<file path="src/rtl/pipe_bus_ctrl_pkg.sv">
// Shared widths, stall codes, bus FSM states and bus command payload
// for the pipeline controller / memory-bus arbiter.
package pipe_bus_ctrl_pkg;

  localparam int unsigned REGBUS = 32;
  localparam int unsigned SELW   = 4;
  localparam int unsigned STALLW = 6;

  localparam logic [REGBUS-1:0] ZEROWORD = REGBUS'(0);

  localparam logic STOP   = 1'b1;
  localparam logic NOSTOP = 1'b0;

  // Stall vector bit positions: 0 PC, 1 IF, 2 ID, 3 EX, 4 MEM, 5 WB
  localparam int unsigned STALL_IF_BIT  = 1;
  localparam int unsigned STALL_MEM_BIT = 4;

  localparam logic [STALLW-1:0] STALL_NONE = 6'b000000;
  localparam logic [STALLW-1:0] STALL_IF   = 6'b000011;
  localparam logic [STALLW-1:0] STALL_ID   = 6'b000111;
  localparam logic [STALLW-1:0] STALL_EX   = 6'b001111;
  localparam logic [STALLW-1:0] STALL_MEM  = 6'b011111;

  typedef enum logic [1:0] {
    BUS_IDLE = 2'b00,
    BUS_IF   = 2'b01,
    BUS_MEM  = 2'b10
  } bus_state_e;

  typedef struct packed {
    logic              we;
    logic [SELW-1:0]   sel;
    logic [REGBUS-1:0] addr;
    logic [REGBUS-1:0] wdata;
  } bus_cmd_t;

  function automatic bus_cmd_t bus_cmd_reset();
    bus_cmd_t c;
    c.we    = 1'b0;
    c.sel   = SELW'(0);
    c.addr  = ZEROWORD;
    c.wdata = ZEROWORD;
    return c;
  endfunction

  // Instruction fetch is always a full-word read
  function automatic bus_cmd_t fetch_cmd(input logic [REGBUS-1:0] addr);
    bus_cmd_t c;
    c.we    = 1'b0;
    c.sel   = {SELW{1'b1}};
    c.addr  = addr;
    c.wdata = ZEROWORD;
    return c;
  endfunction

  function automatic bus_cmd_t data_cmd(input logic              we,
                                        input logic [SELW-1:0]   sel,
                                        input logic [REGBUS-1:0] addr,
                                        input logic [REGBUS-1:0] wdata);
    bus_cmd_t c;
    c.we    = we;
    c.sel   = sel;
    c.addr  = addr;
    c.wdata = wdata;
    return c;
  endfunction

endpackage

</file>
<file path="src/rtl/ctrl_stall_enc.sv">
// Combinational priority encoder turning the pending-request set into the
// pipeline stall vector; the highest stalled stage wins.
module ctrl_stall_enc
  import pipe_bus_ctrl_pkg::*;
(
  input  logic              req_mem,
  input  logic              stallreq_ex,
  input  logic              stallreq_id,
  input  logic              req_if,
  output logic [STALLW-1:0] stall
);

  always_comb begin
    stall = STALL_NONE;
    if (req_mem) begin
      stall = STALL_MEM;
    end else if (stallreq_ex) begin
      stall = STALL_EX;
    end else if (stallreq_id) begin
      stall = STALL_ID;
    end else if (req_if) begin
      stall = STALL_IF;
    end
  end

endmodule

</file>
<file path="src/rtl/pipe_bus_ctrl.sv">
// Pipeline controller: arbitrates the single memory bus between fetch and
// load/store (MEM first), buffers read data and produces the stall vector.
module pipe_bus_ctrl
  import pipe_bus_ctrl_pkg::*;
(
  input  logic              clk,
  input  logic              rst,
  input  logic              stallreq_id,
  input  logic              stallreq_ex,
  input  logic              if_ce,
  input  logic [REGBUS-1:0] if_addr,
  output logic [REGBUS-1:0] if_rdata,
  input  logic              mem_ce,
  input  logic              mem_we,
  input  logic [SELW-1:0]   mem_sel,
  input  logic [REGBUS-1:0] mem_addr,
  input  logic [REGBUS-1:0] mem_wdata,
  output logic [REGBUS-1:0] mem_rdata,
  output logic              bus_req,
  output logic              bus_we,
  output logic [SELW-1:0]   bus_sel,
  output logic [REGBUS-1:0] bus_addr,
  output logic [REGBUS-1:0] bus_wdata,
  input  logic [REGBUS-1:0] bus_rdata,
  input  logic              bus_ack,
  output logic [STALLW-1:0] stall
);

  bus_state_e        state_q;
  bus_cmd_t          bus_cmd_q;
  logic              bus_req_q;
  logic [REGBUS-1:0] if_buf_q;
  logic [REGBUS-1:0] mem_buf_q;
  logic              if_done_q;
  logic              mem_done_q;

  logic              req_mem_c;
  logic              req_if_c;
  logic [STALLW-1:0] stall_c;

  // A port is pending until its access has completed on the bus
  assign req_mem_c = mem_ce && !mem_done_q;
  assign req_if_c  = if_ce && !if_done_q;

  ctrl_stall_enc u_stall_enc (
    .req_mem     (req_mem_c),
    .stallreq_ex (stallreq_ex),
    .stallreq_id (stallreq_id),
    .req_if      (req_if_c),
    .stall       (stall_c)
  );

  always_ff @(posedge clk) begin
    if (rst) begin
      state_q    <= BUS_IDLE;
      bus_req_q  <= 1'b0;
      bus_cmd_q  <= bus_cmd_reset();
      if_buf_q   <= ZEROWORD;
      mem_buf_q  <= ZEROWORD;
      if_done_q  <= 1'b0;
      mem_done_q <= 1'b0;
    end else begin
      // Done flags retire once the owning stage advances; a set below wins
      if (stall_c[STALL_IF_BIT] == NOSTOP) begin
        if_done_q <= 1'b0;
      end
      if (stall_c[STALL_MEM_BIT] == NOSTOP) begin
        mem_done_q <= 1'b0;
      end

      unique case (state_q)
        BUS_IDLE: begin
          if (req_mem_c) begin
            state_q   <= BUS_MEM;
            bus_req_q <= 1'b1;
            bus_cmd_q <= data_cmd(mem_we, mem_sel, mem_addr, mem_wdata);
          end else if (req_if_c) begin
            state_q   <= BUS_IF;
            bus_req_q <= 1'b1;
            bus_cmd_q <= fetch_cmd(if_addr);
          end
        end

        BUS_IF: begin
          if (bus_ack) begin
            if_buf_q  <= bus_rdata;
            if_done_q <= 1'b1;
            bus_req_q <= 1'b0;
            state_q   <= BUS_IDLE;
          end
        end

        BUS_MEM: begin
          if (bus_ack) begin
            if (!bus_cmd_q.we) begin
              mem_buf_q <= bus_rdata;
            end
            mem_done_q <= 1'b1;
            bus_req_q  <= 1'b0;
            state_q    <= BUS_IDLE;
          end
        end

        default: begin
          state_q   <= BUS_IDLE;
          bus_req_q <= 1'b0;
        end
      endcase
    end
  end

  assign bus_req   = bus_req_q;
  assign bus_we    = bus_cmd_q.we;
  assign bus_sel   = bus_cmd_q.sel;
  assign bus_addr  = bus_cmd_q.addr;
  assign bus_wdata = bus_cmd_q.wdata;
  assign if_rdata  = if_buf_q;
  assign mem_rdata = mem_buf_q;
  assign stall     = stall_c;

endmodule

</file>
<file path="config.mk">
export PLATFORM = sky130hd
export DESIGN_NAME = pipe_bus_ctrl
export DESIGN_NICKNAME = d
export VERILOG_FILES = /design/src/rtl/pipe_bus_ctrl_pkg.sv /design/src/rtl/ctrl_stall_enc.sv /design/src/rtl/pipe_bus_ctrl.sv
export SDC_FILE = /design/constraint.sdc
export NUM_CORES = 1
export LEC_CHECK = 0
export CAP_MARGIN = 20
export CELL_PAD_IN_SITES_DETAIL_PLACEMENT = 0
export CELL_PAD_IN_SITES_GLOBAL_PLACEMENT = 2
export CORE_UTILIZATION = 24
export DETAILED_ROUTE_END_ITERATION = 10
export PLACE_DENSITY_LB_ADDON = 0.1
export SLEW_MARGIN = 0
export SYNTH_ARGS = -nofsm -noshare
export SYNTH_HDL_FRONTEND = slang
export SYNTH_SLANG_ARGS = --single-unit
</file>
<file path="constraint.sdc">
create_clock -name clk -period 4.45 [get_ports clk]
set_input_delay 0.6675 -clock clk [delete_from_list [all_inputs] [get_ports clk]]
set_output_delay 0.6675 -clock clk [all_outputs]
set_load 0.02 [all_outputs]
</file>
# --- Word-level counts from Yosys, hierarchy flattened ---
# Cells that the tools add are included.
word_totals:
  mem_bits_ro: 0
  output_inout_bits: 140
  latch_bits: 0
  ram_bits: 0
  n_memories: 0
  wordCells: 46
  input_bits: 140
  ff_bits: 138
op_classes:
  reduce_logical: 11
  n_shift: 0
  div_mod_pow: 0
  bitwise: 1
  magnitude_cmp: 0
  mul: 0
  n_eq_ne: 4
  add_sub_neg: 0
  mux: 20
op_table:
  columns: ["cell", "count"]
  rows:
  - ["2-to-1 mux 69 bit", 2]
  - ["2-to-1 mux 6 bit", 3]
  - ["2-to-1 mux 1 bit", 9]
  - ["2-to-1 mux 2 bit", 4]
  - ["AND reduction 2 bit", 3]
  - ["one-hot mux 2 bit (2 select lines)", 1]
  - ["!= test 3 bit, second input constant", 1]
  - ["AND reduction 3 bit", 1]
  - ["== test 2 x 1 -> 1 bit, second input constant", 1]
  - ["== test 2 bit, second input constant", 1]
  - ["logical AND 1 bit", 2]
  - ["zero test 1 bit", 2]
  - ["zero test 2 bit", 1]
  - ["!= test 2 x 1 -> 1 bit, second input constant", 1]
  - ["one-hot mux 1 bit (2 select lines)", 1]
  - ["nonzero test 2 bit", 1]
  - ["OR reduction 2 bit", 1]
  - ["inverter 1 bit", 1]

# --- Longest topological paths before layout ---
depth:
  depth_word: 9
  depth_mapped: 7
  ltp_nobuf: 5

# --- Hierarchy ---
# A second synthesis with hierarchy kept.
unflattened:
  cells_unflattened: 554
  hier_area_um2: 5398.9
modules_own_cells:
  columns: ["module", "seq_area_each_um2", "cells_each", "instances", "area_each_um2"]
  rows:
  - ["pipe_bus_ctrl", 2762.6, 547, 1, 5352.6]
  - ["ctrl_stall_enc", 0.0, 7, 1, 46.3]

# --- Worst setup path before layout ---
# No wires, ideal clock.
synth_path:
  kind: "input -> output"
  from: "input mem_ce"
  to: "output stall[1]"
  stages: 6
  required_ns: 3.783
  t_arrival_ns: 1.910
  path_buffers: 2
  slack_ns: 1.873
  cell_sequence: "nand2b_1 > buf_6 > inv_4 > or3_1 > or2_2 > buf_4"
synth_via:
  elab_chain_cells: 2
synth_lines:
  columns: ["element", "line_no", "text"]
  rows:
  - ["from (decl)", "pipe_bus_ctrl.sv:13", "input logic mem_ce,"]
  - ["logical AND 1 bit", "pipe_bus_ctrl.sv:42", "assign req_mem_c = mem_ce && !mem_done_q;"]
  - ["named net req_mem_c", "pipe_bus_ctrl.sv:37", "logic req_mem_c;"]
  - ["2-to-1 mux 6 bit", "ctrl_stall_enc.sv:15", "if (req_mem) begin"]
  - ["to (decl)", "pipe_bus_ctrl.sv:26", "output logic [STALLW-1:0] stall"]
# The timed path passes the listed nets, and every way through them passes these cells.

# --- Final worst setup path ---
layout_path:
  from: "input if_ce"
  to: "output stall[0]"
layout_via:
  elab_chain_cells: 5
layout_lines:
  columns: ["element", "line_no", "text"]
  rows:
  - ["from (decl)", "pipe_bus_ctrl.sv:10", "input logic if_ce,"]
  - ["logical AND 1 bit", "pipe_bus_ctrl.sv:43", "assign req_if_c = if_ce && !if_done_q;"]
  - ["2-to-1 mux 2 bit", "ctrl_stall_enc.sv:21", "end else if (req_if) begin"]
  - ["2-to-1 mux 6 bit", "ctrl_stall_enc.sv:19", "end else if (stallreq_id) begin"]
  - ["2-to-1 mux 6 bit", "ctrl_stall_enc.sv:17", "end else if (stallreq_ex) begin"]
  - ["2-to-1 mux 6 bit", "ctrl_stall_enc.sv:15", null]
# No other way between the ends.

==> flow_metrics.py <==
metrics = {
    "layout": {
        "antennaDiodeCount": 0,
        "layout.cells.non_filler": 1102,
        "final_common_cell": "clkdlybuf4s50_1",
        "nets": 952,
        "mostFrequentLayoutCells": "clkdlybuf4s50_1, dfxtp_1, nand2_1",
        "drive_gt1_share_pct": 10.10,
        "syn2layout_area_growth_pct": 64.85,
        "fin_area_sq_um": 8912,
    },
    "detailed_routing": {
        "drc_errors": 34,
        "drt-total-wl_um": 18240,
        "drtIter0Drc": 215,
        "firstDrtPassIters": 10,
        "vias": 4973,
        "avgViaCountPerCell": 4.513,
        "postRouteAntennaNets": 0,
        "wire_per_inst_um": 16.55,
    },
    "cts": {
        "cts_resized": 0,
        "htreeDepth": 4,
        "cts_sinks": 138,
        "cts_tree": "done",
        "cts_hold_buf": 0,
        "clock_latency_ps": 420,
        "post-cts-setup-buffers": 0,
        "cts_buffers": 17,
        "clk_pin_slew_ps": 60,
        "root_buffer": "clkbuf_16",
        "clk_path_buf_depth": 2,
    },
    "yosys": {
        "netlist_instances": 552,
        "ys_types": 33,
        "yosys_register_bits": 138,
        "synth_compound_area_share_pct": 23.42,
        "synth_fp_nets": 695,
        "synth-adder-area-share_pct": 0.6943,
        "yosys.area_share.simple_pct": 10.99,
        "synth.avg_cell_area_sq_um": 9.794,
        "synth_xor_area_share_pct": 0,
        "yosysSeqAreaShare_pct": 51.10,
        "synth_top_family_by_area": "compound AO/OA/AOI/OAI gates",
        "ys_warn_count": 0,
        "synthesis.area_sq_um": 5406,
        "synth_mux_area_share_pct": 5.925,
    },
    "critical_path": {
        "cpPeakStageDelay_ps": 600,
        "start_kind": "primary input",
        "worstPathRequired_ps": 3780,
        "cpMostUsedCell": "clkdlybuf4s50_1",
        "endpoint_kind": "output port",
        "critPathKind": "in -> out",
        "path_cells": "clkdlybuf4s50_1, nor2b_1, or2_2, clkdlybuf4s50_1",
        "crit_fanout": 7,
        "cpMaxStageDelayCell": "clkdlybuf4s50_1",
        "rrSetupSlack_ps": 2250,
        "cp.arrival_ps": 2500,
    },
    "global_routing": {
        "grt_max_degree": 62,
        "first_global_vias": 5163,
        "grt_antenna_before_repair": 0,
        "grt_overflow": 0,
        "grt_first_pass_wirelength_um": 28740,
        "track_usage_pct": 16.00,
    },
    "sta": {
        "slew_headroom_pct": 27.36,
        "setup_viol_count_final": 0,
        "timing.fmax_mhz": 315.6,
        "fin_crit_ps": 3168,
        "tightest_slew_ps": 1090,
        "finalHoldViolations": 0,
        "fin_skew_ps": 14.06,
        "rsz0062_at_grt": "false",
        "slew_violations": 0,
        "finalCritPeriodShare_pct": 71.20,
        "hold-worst-slack_ps": 448.0,
        "tns_ps": 0,
        "timing.final.ws_setup_ps": 1282,
    },
    "floorplan": {
        "die_area_sq_um": 23130,
        "coreArea_sq_um": 21960,
        "ios": 280,
        "die_y_um": 152.1,
        "initial_core_util_pct": 24.62,
        "num_rows": 54,
        "fp.dieW_um": 152.1,
    },
    "placement": {
        "dp_hpwl_um": 13070,
        "preCtsSetupSlack_ps": 1256,
        "dpl_cell_area_sq_um": 8347,
        "gp_congestion": 0.7156,
        "io_buffer_count": 278,
        "dpl.cell_count": 1070,
    },
    "status": {
        "violations": "DRC",
        "status": "finished, violations left",
    },
    "worst_hold_path": {
        "hold_path.class": "reg -> reg",
    },
    "run": {
        "cap_violations": 0,
    },
    "power": {
        "power.density_nw_per_um2": 400.8,
        "vdd_drop_max_v": 0.0002156,
        "leakagePower_nw": 3.171,
    },
}
-- flip-flops by register name, summed over array words and instances (netlist names) --
register    cells
bus_addr       32
bus_wdata      32
if_rdata       32
mem_rdata      32
bus_sel         4
state_q         2
bus_req         1
bus_we          1
if_done_q       1
mem_done_q      1
-- kinds of logic (layout without fill, tap and decap cells) --
logic type                 Yosys count  count (layout)
other                                1               1
and+or+nand+nor                    147             147
DFF                                138             138
AOI/OAI and AO/OA                  144             144
muxes                               32              32
adders and majority gates            3               3
buffers and inverters               87             357
-- routing by layer --
layer  vias to the layer above  global-route usage, %  part of all wire [%]
met4                         0                  5.151                   1.4
met1                      2351                  17.20                    39
met2                       167                  28.59                    51
li1                       2439                      -                     -
met5                         -                      0                     0
met3                        16                  6.332                   8.6
-- synthesized netlist by cell type --
cell,instances,area (sq um)
a21oi_1,68,340.3
a31oi_1,1,6.260
a32o_1,33,330.3
and2_1,2,12.51
and3_1,1,6.260
and3b_1,1,8.760
buf_1,2,7.510
buf_2,17,85.08
buf_4,9,67.56
buf_6,5,56.30
clkbuf_1,17,63.81
conb_1,1,3.750
dfxtp_1,138,2763
ha_1,3,37.54
inv_1,36,135.1
inv_4,1,6.260
mux2i_1,32,320.3
nand2_1,131,491.7
nand2b_1,3,18.77
nand3_1,1,5.000
nand3b_1,2,15.01
nor2b_1,3,18.77
nor3_1,1,5.000
o21a_1,1,7.510
o21ai_0,2,10.01
o21ai_1,1,5.000
o21ai_2,1,8.760
o221a_2,4,45.04
o31ai_1,1,7.510
o32ai_1,2,17.52
o32ai_2,30,488.0
or2_2,1,6.260
or3_1,1,6.260
-- report_power, final --
| part | total, W | internal [W] | switching, W |
|---|---|---|---|
| clock | 0.00137 | 0.000753 | 0.000617 |
| sequential | 0.00139 | 0.00134 | 0.0000534 |
| combinational | 0.000813 | 0.000390 | 0.000423 |
-- critical path: cells and delay by family --
family | cells | cell delay (ps)
AND/OR/NAND/NOR | 2 | 780
buffers and inverters | 2 | 1050
-- path summary, 6_finish.rpt --
path	end	cells past startpoint	start
max	stall[0]	4	if_ce
min	bus_req	2	bus_req
max reg2reg	bus_sel[2]	3	if_done_q
min reg2reg	bus_req	2	bus_req
-- final cells by class --
class                           count  area, sq um
Clock buffer                       18        439.2
Tap cell                          280        350.3
Multi-Input combinational cell    327         2237
Fill cell                        2147        13050
Timing Repair Buffer              288         2855
Inverter                           37        141.4
Sequential cell                   138         2763
Clock inverter                     14        126.4
-- stage by stage --
step           total power [W]  util (%)
6_report              0.003572     40.59
5_1_grt               0.003749     40.59
4_1_cts               0.003636     40.59
3_5_place_dp          0.002241     38.01
3_3_place_gp          0.002233     38.01
2_1_floorplan         0.001844         -
Note: power is estimated with default switching activity, not from simulation.
